==> config.mk <==
export PLATFORM = sky130hd
export DESIGN_NAME = uart_time_reporter
export DESIGN_NICKNAME = d
export VERILOG_FILES = /design/src/rtl/uart_time_reporter.sv
export SDC_FILE = /design/constraint.sdc
export NUM_CORES = 1
export LEC_CHECK = 0
export CAP_MARGIN = 20
export CORE_MARGIN = 2
export CORE_UTILIZATION = 26
export DETAILED_ROUTE_END_ITERATION = 16
export RECOVER_POWER = 100
export SYNTH_ARGS = -nofsm -noshare
export SYNTH_HDL_FRONTEND = slang
export SYNTH_SLANG_ARGS = --single-unit
==> constraint.sdc <==
create_clock -name clk -period 2.7 [get_ports clk]
set_input_delay 0.405 -clock clk [delete_from_list [all_inputs] [get_ports clk]]
set_output_delay 0.405 -clock clk [all_outputs]
set_load 0.005 [all_outputs]
==> src/rtl/uart_time_reporter.sv <==
// Serialises the pomodoro countdown as 8N1 ASCII lines ("MM:SS\r\n" or "DONE\r\n") on tx.
// Optional macro REPORT_AUTO_SEC_EN: emit a status line automatically on every seconds change.
module uart_time_reporter #(
  parameter int BIT_TICKS = 10416
) (
  input  logic       clk,
  input  logic       reset,
  input  logic [6:0] minutes,
  input  logic [6:0] seconds,
  input  logic       done,
  input  logic       send,
  output logic       tx,
  output logic       busy
);

  typedef enum logic [1:0] {IDLE, START, DATA, STOP} state_t;

  state_t      state, state_nxt;
  logic [15:0] tick_cnt;
  logic [2:0]  bit_idx;
  logic [2:0]  byte_idx;
  logic        send_pend, done_pend, done_q;
  logic        line_done;
  logic [6:0]  min_snap, sec_snap;
  logic [7:0]  cur_byte;
  logic        send_set, done_set;
  logic        start_done_line, start_send_line, start_line;
  logic        tick_end, last_byte;

  function automatic logic [6:0] sat99(input logic [6:0] v);
    return (v > 7'd99) ? 7'd99 : v;
  endfunction

  function automatic logic [7:0] ascii_tens(input logic [6:0] v);
    return 8'h30 + 8'(v / 7'd10);
  endfunction

  function automatic logic [7:0] ascii_ones(input logic [6:0] v);
    return 8'h30 + 8'(v % 7'd10);
  endfunction

`ifdef REPORT_AUTO_SEC_EN
  logic [6:0] sec_q;

  // Tracks seconds even through reset so leaving reset never fakes a tick.
  always_ff @(posedge clk) begin
    sec_q <= seconds;
  end

  assign send_set = send | ((seconds != sec_q) & ~done);
`else
  assign send_set = send;
`endif

  assign done_set        = done & ~done_q;
  assign start_done_line = (state == IDLE) & done_pend;
  assign start_send_line = (state == IDLE) & ~done_pend & send_pend;
  assign start_line      = start_done_line | start_send_line;
  assign tick_end        = (tick_cnt == 16'(BIT_TICKS - 1));
  assign last_byte       = line_done ? (byte_idx == 3'd5) : (byte_idx == 3'd6);

  always_ff @(posedge clk) begin
    if (reset) begin
      state     <= IDLE;
      send_pend <= 1'b0;
      done_pend <= 1'b0;
      done_q    <= 1'b0;
      line_done <= 1'b0;
      tick_cnt  <= 16'd0;
      bit_idx   <= 3'd0;
      byte_idx  <= 3'd0;
    end else begin
      state     <= state_nxt;
      done_q    <= done;
      // A new request on the same edge a line starts must survive the clear.
      send_pend <= (send_pend & ~start_send_line) | send_set;
      done_pend <= (done_pend & ~start_done_line) | done_set;
      if (start_line) begin
        line_done <= done_pend;
        tick_cnt  <= 16'd0;
        bit_idx   <= 3'd0;
        byte_idx  <= 3'd0;
      end else if (state != IDLE) begin
        if (tick_end) begin
          tick_cnt <= 16'd0;
          if (state == DATA) begin
            bit_idx <= bit_idx + 3'd1;
          end
          if ((state == STOP) && !last_byte) begin
            byte_idx <= byte_idx + 3'd1;
          end
        end else begin
          tick_cnt <= tick_cnt + 16'd1;
        end
      end
    end
  end

  always_ff @(posedge clk) begin
    if (start_send_line) begin
      min_snap <= sat99(minutes);
      sec_snap <= sat99(seconds);
    end
  end

  always_comb begin
    cur_byte = 8'h0A;
    if (line_done) begin
      case (byte_idx)
        3'd0:    cur_byte = 8'h44;
        3'd1:    cur_byte = 8'h4F;
        3'd2:    cur_byte = 8'h4E;
        3'd3:    cur_byte = 8'h45;
        3'd4:    cur_byte = 8'h0D;
        default: cur_byte = 8'h0A;
      endcase
    end else begin
      case (byte_idx)
        3'd0:    cur_byte = ascii_tens(min_snap);
        3'd1:    cur_byte = ascii_ones(min_snap);
        3'd2:    cur_byte = 8'h3A;
        3'd3:    cur_byte = ascii_tens(sec_snap);
        3'd4:    cur_byte = ascii_ones(sec_snap);
        3'd5:    cur_byte = 8'h0D;
        default: cur_byte = 8'h0A;
      endcase
    end
  end

  always_comb begin
    state_nxt = state;
    tx        = 1'b1;
    busy      = 1'b0;
    case (state)
      IDLE: begin
        if (start_line) state_nxt = START;
      end
      START: begin
        tx   = 1'b0;
        busy = 1'b1;
        if (tick_end) state_nxt = DATA;
      end
      DATA: begin
        tx   = cur_byte[bit_idx];
        busy = 1'b1;
        if (tick_end && (bit_idx == 3'd7)) state_nxt = STOP;
      end
      STOP: begin
        busy = 1'b1;
        if (tick_end) state_nxt = last_byte ? IDLE : START;
      end
      default: state_nxt = IDLE;
    endcase
  end

endmodule

-- Word-level counts from Yosys, hierarchy flattened
Index checks and enable logic that the tools add are counted.
- register bits: 42
- latch bits: 0
- bits in writable memories: 0
- ROM bits: 0
- output and inout bits: 2
- memories: 0
- $add $sub $neg: 7
- multiply operators: 0
- divide/modulo/power cells: 4
- order comparisons: 3
- equality and inequality tests: 15
- shift-type cells: 0
- multiplexer cells: 15
- bitwise operators: 13
- reduce and logical (&&, ||, !) cells: 11
- operators with widths (operator ; count):
    $pmux 8 s6 ; 1
    $pmux 7 s5 ; 1
    $add 6x8->8 const A ; 4
    $add 16x1->16 const B ; 1
    $div 7x4->8 const B ; 2
    $eq 16x14->1 const B ; 1
    $mod 7x4->8 const B ; 2
    $mux 16 ; 1
    $gt 7x7->1 const B ; 2
    $eq 3x3->1 const B ; 4
    $mux 2 ; 4
    $mux 8 ; 1
    $pmux 2 s4 ; 1
    $add 3x1->3 const B ; 2
    $and 1x1->1 ; 6
    $eq 3x2->1 const B ; 2
    $ne 2x2->1 const B ; 3
    $reduce_and 3->1 ; 2
    $eq 2x2->1 const B ; 2
    $lt 3x4->1 const B ; 1
    $mux 1 ; 4
    $not 1->1 ; 4
    $reduce_and 4->1 ; 1
    $bmux 1 s3 ; 1
    12 further kinds ; 15

-- Longest topological paths before layout
Gate-level depths: netlist of run 1.
- depth in word-level cells: 7
- mapped depth: 10
- gate-level depth less buffers: 9

-- Worst setup path before layout of run 1
OpenSTA, ideal clock, no wires.
- path type: register to output
- start point: reg sec_snap[2]
- end point: out tx
- arrival: 2.008 ns
- path slack: 0.287 ns
- stages on the path, launching flop included: 9
- path buffers: 1
- path through: edfxtp_1 -> buf_6 -> and3b_1 -> a211oi_2 -> o221ai_2 -> a221oi_2 -> mux2_4 -> nor4_1 -> a31oi_1
- cells in the longest elaborated chain, start to end: 7
- RTL lines (element ; line ; RTL):
    from (decl) ; 24 ; logic [6:0] min_snap, sec_snap;
    from (signal assigned) ; 102 ; sec_snap <= sat99(seconds);
    $mod 7x4->8 or $div 7x4->8 (tied branches) ; 39, 35 ;
    $add 6x8->8, on equally long branches ; 39, 35 ;
    $pmux 8 s6 (*) ; 118 ; case (byte_idx)
    $mux 8 (*) ; 108 ; if (line_done) begin
    $bmux 1 s3 (*) ; 144 ; tx = cur_byte[bit_idx];
    $mux 1 (not written as such) (*) ; 144 ;
    $pmux 1 s2 (*) ; 134 ; case (state)
    to (decl) ; 12 ; output logic tx,
Every way passes the cells marked *; elsewhere a longest branch is shown, timed or not. The select of a mux whose other input is x is not followed.

-- Final worst setup path of run 1
- start point: reg sec_snap[3]
- end point: out tx
Same word-level chain as after synthesis.

==> results.toml, run 1 <==
[yosys]
yosysSeqAreaShare = 0.293
synth_area_leader_cell = "dfxtp_1"
synthAdderAreaFrac = 0.0576
synthesis.instances = 417
synth_top_family_by_area = "simple AND/OR/NAND/NOR gates"
ys_warn_count = 0
synth-simple-area-share = 0.279
synth_area_um2 = 3350
synth_top_area_frac = 0.168
avgSynthCellArea_um2 = 8.02
synth_top_flop_cell = "dfxtp_1"
yosysMostFrequentCell = "nor2_1"
ys_ff_latch = 42
ys_types = 68
async_flop_share = 0
yosys-top-cells-area = "dfxtp_1 (17%), edfxtp_1 (13%), ha_1 (4.9%), nor2_1 (4.3%), xnor2_1 (3.7%)"
synth_compound_area_frac = 0.223
synthMuxAreaShare = 0.0254
synth_edf_count = 14
synthXorXnorAreaFrac = 0.0524
synthTopCellsByCount = "nor2_1 (38), nand2_1 (32), dfxtp_1 (28)"

[setup_path]
reg2regPathDepth = 7
crit_start = "sec_snap[3]"
cp.arrival_ns = 2.57
critPathCaptureType = "output pin"
rr_endpoint = "tick_cnt[5]"
crit_path_start_kind = "flip-flop"
crit-reg2reg-launch = "state[0]"
cp_slowest_stage_delay_ns = 0.46
crit_type = "flip-flop to output pin"
crit_required_ns = 2.30
crit_chain = "and2b_2 > a211oi_2 > o221ai_2 > a221oi_2 > mux2_4 > nor4_4 > a31oi_2 > buf_2"
crit_fanout = 6
critPathSlowestCell = "edfxtp_1"
r2r_slack_ns = 0.46
crit_end = "tx"

[timing]
tightest_slew_ns = 0.723
min_period_over_period = 1.10
rsz0062_at_grt = "true"
skew_ns = 0.00783
setup_viol = 1
whs_ns = 0.506
fin_ws_ns = -0.280
period_minus_slack_ns = 2.98
maxSlewViolCount = 0
slew_headroom = 0.518
hold_viol = 0
fmax_ghz = 0.336

[clocking]
clk_pin_slew_worst_paths_ns = 0.06
cts_tree = "built"
cts_buffers = 5
clk_latency_ns = 0.29
cts_root_buf = "clkbuf_16"
clock-sinks = 42
cts.path.max_buffers = 2
cts.htree.levels = 2

[detailed_routing]
vias = 3347
drt_iter0_drc = 226
vias_per_cell = 4.96
drcViolationCount = 0
ant_nets = 0
routedWlPerCell_um = 13.3
firstDrtPassIters = 4
wl_um = 8950

[finish]
drive_gt1_frac = 0.235
fillCellCount = 1304
diodes = 0
final_util = 0.356
post-route-cell-area_um2 = 4470
area_delta_synth_final_pct = 33.6
multi_input_comb_area_um2 = 2190
regArea_um2 = 981
nets = 533

[floorplanning]
rows = 41
die_y_um = 117
die_x_um = 117
dieArea_um2 = 13800
start_util = 0.266
core_um2 = 12600
num_io_pins = 20

[power_and_ir_drop]
power-per-cell-area_nw_per_um2 = 540
p_switching_w = 0.000849
p_leak_nw = 1.71
design_power_total_w = 0.00242
power_frac_comb = 0.425
pwr-share-clk = 0.244
switching_share = 0.352
seq_power_share = 0.331
vdd_drop_max_uv = 457
p_int_w = 0.00157

[grt]
grt_overflow = 0
grt_usage = 0.129
antenna_found_initial = 0
gr-usage-met2 = 0.216
grtUsageMet1 = 0.166
grt_max_degree = 17
busiest_layer = "met2"
grt_pass1_wl_um = 15000
use_met3 = 0.0170
grt_pass1_vias = 3257

[placed_design]
place_area_um2 = 4200
place.gp.congestion = 0.843
hpwl_um = 6930
port_buffers = 19
pre_cts_slack_ns = -0.436

[flow_run]
drv_cap = 0

[worst_hold_path]
hold_path.class = "flip-flop to flip-flop"

[run_status]
violations = "setup timing"
status = "finished with violations"
==> how the worst min path moves through the flow <==
stage	startpoint	end	slack, ns	cells past startpoint
3_5_place_dp	done_q	done_pend	0.49	3
3_3_place_gp	tick_cnt[10]	tick_cnt[10]	0.48	2
4_1_cts	done_q	done_pend	0.51	3
6_report	done_q	done_pend	0.51	3
5_1_grt	done_q	done_pend	0.53	3
2_1_floorplan	tick_cnt[10]	tick_cnt[10]	0.47	2
==> layer usage <==
metal,vias to the layer above,routed length (um),part of all wire
li1,1680,-,-
met1,1559,4220,0.47
met2,87,4180,0.47
met3,21,332,0.037
met4,0,222,0.025
met5,-,0,0
==> sequential cells by signal, summed over array words and instances, names as in the netlist <==
register and cells:
tick_cnt 16, sec_snap 7, send_pend 1, done_pend 1, min_snap 7, byte_idx 3, bit_idx 3, state 2
line_done 1, done_q 1
==> worst max-delay path, delay by kind of cell (launching register included) <==
family,cells,cell delay [ns]
compound gates,4,0.94
buf+inv,1,0.16
flops,1,0.46
simple gates,2,0.38
mux,1,0.35
==> cell usage in the layout, fill, tap and decap left out, types with 5 or more instances in the layout <==
master | synthesis | layout
buf_4 | 4 | 80
nor2_1 | 38 | 38
nand2_1 | 32 | 32
dfxtp_1 | 28 | 28
a21oi_1 | 24 | 24
o21ai_0 | 23 | 23
inv_1 | 18 | 18
nor2b_1 | 15 | 14
nand2b_1 | 14 | 14
xnor2_1 | 14 | 14
edfxtp_1 | 14 | 14
ha_1 | 13 | 13
o211ai_1 | 10 | 10
clkdlybuf4s50_1 | 0 | 10
nand3_1 | 9 | 9
nand4_1 | 8 | 8
nor3_1 | 9 | 8
dlygate4sd3_1 | 0 | 8
a31oi_1 | 8 | 7
mux2i_1 | 7 | 7
and3_1 | 7 | 7
o22ai_1 | 7 | 6
xor2_1 | 6 | 6
nand3b_1 | 5 | 5
or3_1 | 5 | 5
clkbuf_16 | 0 | 5
==> cell families after synthesis <==
group                      count (synthesis)
other                                      1
AOI/OAI and AO/OA                        110
DFF                                       42
xor gates and xnor gates                  20
and+or+nand+nor                          170
muxes                                      8
buffers and inverters                     50
adders and majority gates                 16
==> power by group through the flow <==
stage	clock network, W	logic (W)	registers [W]
floorplan	0	0.000626	0.000775
global placement	0	0.000956	0.000809
detailed placement	0	0.000981	0.000812
CTS	0.000605	0.00104	0.000795
global route	0.000631	0.00113	0.000808
finish	0.000590	0.00103	0.000799
==> cell type report <==
| cell class | count | area share |
|---|---|---|
| Multi-Input combinational cell | 326 | 0.490 |
| Sequential cell | 42 | 0.219 |
| Timing Repair Buffer | 106 | 0.192 |
| Tap cell | 172 | 0.0482 |
| Clock buffer | 5 | 0.0280 |
| Inverter | 21 | 0.0176 |
| Clock inverter | 3 | 0.00448 |
==> per-stage QoR <==
stage          TNS (ns)  std cells
2_1_floorplan         0        418
3_3_place_gp     -0.409        660
3_5_place_dp     -0.436        660
4_1_cts          -0.233        675
5_1_grt          -0.365        675
6_report         -0.280        675
==> what timing repair did <==
action                     4_1_cts  5_1_grt
setup buffers                    7        0
hold buffers                     0        0
gates resized for setup         18        1
setup endpoints to repair        1        1
pin swaps                       10        0
Power figures use the tool's default switching activity.
==> run 2: changes to the inputs <==
--- a/config.mk
+++ b/config.mk
@@ -8,8 +8,10 @@
 export CAP_MARGIN = 20
 export CORE_MARGIN = 2
 export CORE_UTILIZATION = 26
+export CTS_CLUSTER_DIAMETER = 100
 export DETAILED_ROUTE_END_ITERATION = 16
 export RECOVER_POWER = 100
+export SLEW_MARGIN = 20
 export SYNTH_ARGS = -nofsm -noshare
 export SYNTH_HDL_FRONTEND = slang
 export SYNTH_SLANG_ARGS = --single-unit
==> results of run 2 <==
Final layout, timing and power as in run 1 (identical DEF).
==> run 3: changes to the inputs <==
--- a/config.mk
+++ b/config.mk
@@ -9,6 +9,7 @@
 export CORE_MARGIN = 2
 export CORE_UTILIZATION = 26
 export CTS_CLUSTER_DIAMETER = 100
+export CTS_CLUSTER_SIZE = 12
 export DETAILED_ROUTE_END_ITERATION = 16
 export RECOVER_POWER = 100
 export SLEW_MARGIN = 20
==> results of run 3 <==
Final layout, timing and power as in run 1 (identical DEF).
==> RTL change 1: new RTL, settings of run 2 <==
Put a register stage on the output `tx`, cleared by the reset. The value now appears one clock later. The other outputs are not delayed to match.
--- a/src/rtl/uart_time_reporter.sv
+++ b/src/rtl/uart_time_reporter.sv
@@ -14,6 +14,8 @@
 );
 
   typedef enum logic [1:0] {IDLE, START, DATA, STOP} state_t;
+
+  logic tx_d;
 
   state_t      state, state_nxt;
   logic [15:0] tick_cnt;
@@ -129,19 +131,19 @@
 
   always_comb begin
     state_nxt = state;
-    tx        = 1'b1;
+    tx_d      = 1'b1;
     busy      = 1'b0;
     case (state)
       IDLE: begin
         if (start_line) state_nxt = START;
       end
       START: begin
-        tx   = 1'b0;
+        tx_d = 1'b0;
         busy = 1'b1;
         if (tick_end) state_nxt = DATA;
       end
       DATA: begin
-        tx   = cur_byte[bit_idx];
+        tx_d = cur_byte[bit_idx];
         busy = 1'b1;
         if (tick_end && (bit_idx == 3'd7)) state_nxt = STOP;
       end
@@ -153,5 +155,13 @@
     endcase
   end
 
+  always_ff @(posedge clk) begin
+    if (reset) begin
+      tx <= '0;
+    end else begin
+      tx <= tx_d;
+    end
+  end
+
 endmodule
 
Function: changed (Yosys sat finds a counterexample within 4 cycles, from zero or initial values and one cycle with reset high).
==> RTL change 1 against run 2 <==
Routed wire length decreased by 23%. Cell area decreased by 18%. Global-route usage decreased by 2.0 points. First-iteration DRC count decreased by 57%. Sequential power increased by 8.3%. Critical path depth increased by 1. Total power decreased by 13%. Via count decreased by 16%. Worst setup slack improved by 0.61 ns. Fmax increased by 26%. Synthesized area decreased by 3.5%. Sequential cell count increased by 1.
==> RTL change 1: results (changes against run 2) <==
- First-pass GRT wire length: 12100 um (-19%)
- Mux contribution to synthesized area: 2.79% (+0.25 points)
- Vias in the first global route: 2731 (-16%)
- Dpl cell area: 3550 um^2 (-16%)
- DP Wirelength: 5210 um (-25%)
- Multi-input combinational gate total: 305 (-6.4%)
- Rel. slew slack: 48.5% (-3.3 points)
- Clock Skew: 0.00905 ns (+0.00122 ns)
- Largest net degree at the start of global routing: 20 (+3)
- Final nets: 430 (-19%)
- Seq area share: 27.2% (+5.3 points)
- Tmin final: 2.37 ns (-0.611 ns)
- Routed via count: 2814 (-16%)
- Synth Register Bits: 43 (+2.4%)
- Met1 Track Usage GR: 13.4% (-3.3 points)
- Adder-Cell Fraction of Synth Area: 5.04% (-0.72 points)
- Largest delay share family, worst path: buffers and inverters
- Non-CTS buffers: 26 (-75%)
- Max incr delay on CP: 0.54 ns (+0.08 ns)
- Switching power: 0.706 mW (-17%)
- Post-Place Setup Slack: 0.393 ns (+0.829 ns)
- Filler Cell Count: 1285 (-1.5%)
- Die width: 115 um (-1.7%)
- Cell variety after synth: 61 (-10%)
- Met2 Use GR: 18.9% (-2.7 points)
- Sequential-to-total area share from yosys stat: 31.0% (+1.7 points)
- Post-CTS sizing: 0 (-18)
- Combinational power share: 31.3% (-11 points)
- Outcome: finished clean
- Area contributors post-synth: dfxtp_1 18%, edfxtp_1 13%, ha_1 5.0%
- Clk tree area frac: 3.81% (+0.56 points)
- Clkbuf count: 6 (+1)
- M1 wire length: 3080 um (-27%)
- CP max-delay cell: clkbuf_1
- Buffer share of cell area: 6.39% (-13 points)
- Xor and xnor area share after synthesis: 6.24% (+1.0 points)
- Commonest cells in the netlist: 39 x nor2_1, 29 x dfxtp_1, 24 x nand2b_1
[RTL change 1: cell types whose count changed in the layout (fill, tap and decap cells not counted), sizes merged, moves of 6 or more]
cell,delta
a21oi,-8
xor2,+6
nand2b,+11
buf,-81
nand2,-10
[RTL change 1: worst register-to-register path: cells and delay by family (launching register included)]
kind                       cells  cell delay, ns
adders and majority gates      1            0.31
and+or+nand+nor                5            0.72
buffers and inverters          3            0.81
DFF                            1            0.40
[RTL change 1: path summary, 6_finish.rpt]
check / from / to / cells past startpoint
worst max-delay path: state[0]$_SDFFE_PP0P_ / tick_cnt[1]$_SDFFE_PP0N_ / 9
worst min-delay path: tick_cnt[14]$_SDFFE_PP0N_ / tick_cnt[14]$_SDFFE_PP0N_ / 2
worst max register to register: state[0]$_SDFFE_PP0P_ / tick_cnt[1]$_SDFFE_PP0N_ / 9
worst min register to register: tick_cnt[14]$_SDFFE_PP0N_ / tick_cnt[14]$_SDFFE_PP0N_ / 2
==> RTL change 2: new RTL, settings of run 2 <==
Without the edit above. The parameter `BIT_TICKS` goes from 10416 to 5208.
--- a/src/rtl/uart_time_reporter.sv
+++ b/src/rtl/uart_time_reporter.sv
@@ -1,7 +1,7 @@
 // Serialises the pomodoro countdown as 8N1 ASCII lines ("MM:SS\r\n" or "DONE\r\n") on tx.
 // Optional macro REPORT_AUTO_SEC_EN: emit a status line automatically on every seconds change.
 module uart_time_reporter #(
-  parameter int BIT_TICKS = 10416
+  parameter int BIT_TICKS = 5208
 ) (
   input  logic       clk,
   input  logic       reset,
Formal check against the unedited RTL: no difference found for any inputs over 10 cycles, from zero or initial values and one cycle with reset high; that may be too few to reach the edited logic, so the function may still have changed.
==> RTL change 2 against run 2 <==
The flow still finishes with violations (setup timing). Critical path depth stayed put. Sequential share of layout area is 0.30 points lower. Sequential cell count stayed put. Worst setup slack better by 0.021 ns. Cell area is 1.4% higher. Non-clock buffer count is 6 lower. Total power is 3.9% higher. Die area is 0.55% higher. Routed wire length is 2.0% lower. Via count is 0.78% higher. Global-route usage is 0.86 points lower. Synthesized area is 0.56% higher. Critical path type unchanged.
==> RTL change 2: results (changes against run 2) <==
- Outcome: finished, violations left
- Failing checks: setup timing
- CP max-delay cell: edfxtp_1
- Max incr delay on CP: 0.48 ns (+0.02 ns)
- Leakage: 1.70 nW (-0.39%)
- Num CTS Buffers: 5 (unchanged)
- Routing usage on met3: 1.26% (-0.44 points)
- Synth Instances: 429 (+2.9%)
- Final setup vio count: 1 (unchanged)
- Initial antenna violation count: 0 (unchanged)
- Design area: 4530 um^2 (+1.4%)
- Largest delay share family, worst path: compound AO/OA/AOI/OAI gates
- DP Cell Count: 654 (-0.91%)
- Peak VDD IR: 427 uV (-6.6%)
- Root buf cell: clkbuf_16
- Met1 Track Usage GR: 15.4% (-1.3 points)
- Filler Cell Count: 1328 (+1.8%)
- Post-synthesis compound-gate area fraction: 22.7% (+0.43 points)
- Final nets: 533 (unchanged)
- Post-CTS sizing: 8 (-10)
- Placer Congestion: 0.895 (+6.1%)
- Ant diodes: 0 (unchanged)
- Yosys warnings: 0 (unchanged)
- Global Route Usage Sum: 12.0% (-0.86 points)
- Adder-Cell Fraction of Synth Area: 4.83% (-0.92 points)
- Sequential-to-total area share from yosys stat: 29.2% (-0.16 points)
- Hold Crit Class: reg2reg
- Clock Skew: 0.00794 ns (+0.000106 ns)
- CP Data Arrival Time: 2.55 ns (-0.02 ns)
- Worst-path clk slew: 0.06 ns (about the same)
- TNS Setup: -0.259 ns (+0.0212 ns)
- DRT iter0 DRCs: 176 (-22%)
- Met2 Use GR: 21.0% (-0.63 points)
- Cell variety after synth: 65 (-4.4%)
- Area contributors post-synth: dfxtp_1 17%, edfxtp_1 12%, nor2_1 5.9%
- First-pass GRT wire length: 14300 um (-4.3%)
- Worst Tran Pin Value: 0.816 ns (+0.0935 ns)
- Post-Place Setup Slack: -0.345 ns (+0.0915 ns)
- DP Wirelength: 6460 um (-6.9%)
- Xor and xnor area share after synthesis: 5.99% (+0.75 points)
- 1st-pass router iterations: 4 (unchanged)
- Dpl cell area: 4140 um^2 (-1.5%)
- Largest family of logic cells by synthesized area: simple AND/OR/NAND/NOR gates
- Number of enable flip-flop cells after synthesis: 14 (unchanged)
- Avg WL per Cell: 13.0 um (-2.0%)
- Top Registers: tick_cnt x16, min_snap x7, sec_snap x7
- Vias in the first global route: 3208 (-1.5%)
- Critical Path Fanout Max: 6 (unchanged)
- Commonest cells in the netlist: 53 x nor2_1, 28 x dfxtp_1, 26 x clkbuf_1
- Asr flop ratio synth: 0% (unchanged)
- Share of cells above drive strength 1: 22.9% (-0.60 points)
- Port Buffers: 19 (unchanged)
- Mux contribution to synthesized area: 1.82% (-0.72 points)
- Top FF cell, synth: dfxtp_1
- Worst setup margin: -0.259 ns (+0.0212 ns)
- Later-pin clock latency in the skew report: 0.28 ns
- Routed via count: 3373 (+0.78%)
- Post-CTS Setup Repair Bufs: 4 (-3)
- Largest net degree at the start of global routing: 17 (unchanged)
- Longest Clk Path Bufs: 2 (unchanged)
-- RTL change 2: changes by cell type after synthesis, moves of 4 or more --
cell	before	now
o21ai_0	23	16
nor2_1	38	53
o211ai_1	10	14
clkbuf_1	12	26
xnor2_1	14	9
xor2_1	6	14
or3_1	5	1
a311oi_1	0	4
nor3_1	9	4
nand4_1	8	4
nand3_1	9	17
nor2b_1	15	19
nand2b_1	14	19
nand2_1	32	24
-- RTL change 2: worst paths after layout --
| path | start | slack (ns) | end | cells past startpoint |
|---|---|---|---|---|
| min | done_q$_SDFF_PP0_ | 0.50 | done_pend$_SDFF_PP0_ | 3 |
| min reg2reg | done_q$_SDFF_PP0_ | 0.50 | done_pend$_SDFF_PP0_ | 3 |
| max reg2reg | state[0]$_SDFFE_PP0P_ | 0.55 | tick_cnt[13]$_SDFFE_PP0N_ | 9 |
| max | sec_snap[2]$_SDFFCE_PN0P_ | -0.26 | tx | 8 |
-- RTL change 2: worst register-to-register path, stage by stage, from the launching register on --
cell and delay, ns:
dfxtp_1 0.40, inv_1 0.11, ha_1 0.33, nor2b_1 0.22, nand3_1 0.15, nor2_1 0.19
and3_1 0.31, nand3_1 0.12, xor2_1 0.15, nor2_1 0.05
-- RTL change 2: cell type report --
class,instances,share of cell area (%)
Multi-Input combinational cell,337,50.8
Sequential cell,42,21.6
Timing Repair Buffer,100,17.8
Tap cell,172,4.75
Clock buffer,6,2.84
Inverter,16,1.33
Clock inverter,2,0.828
-- RTL change 2: where the power goes --
part	internal [mW]	total [mW]	switching (mW)
clock	0.436	0.671	0.235
sequential	0.724	0.780	0.0568
combinational	0.503	1.06	0.557
total	1.66	2.51	0.848
-- RTL change 2: per-layer routing --
metal / vias up / wire [um]
li1: 1694 / -
met1: 1609 / 3910
met2: 59 / 4390
met3: 11 / 343
met4: 0 / 122
met5: - / 0
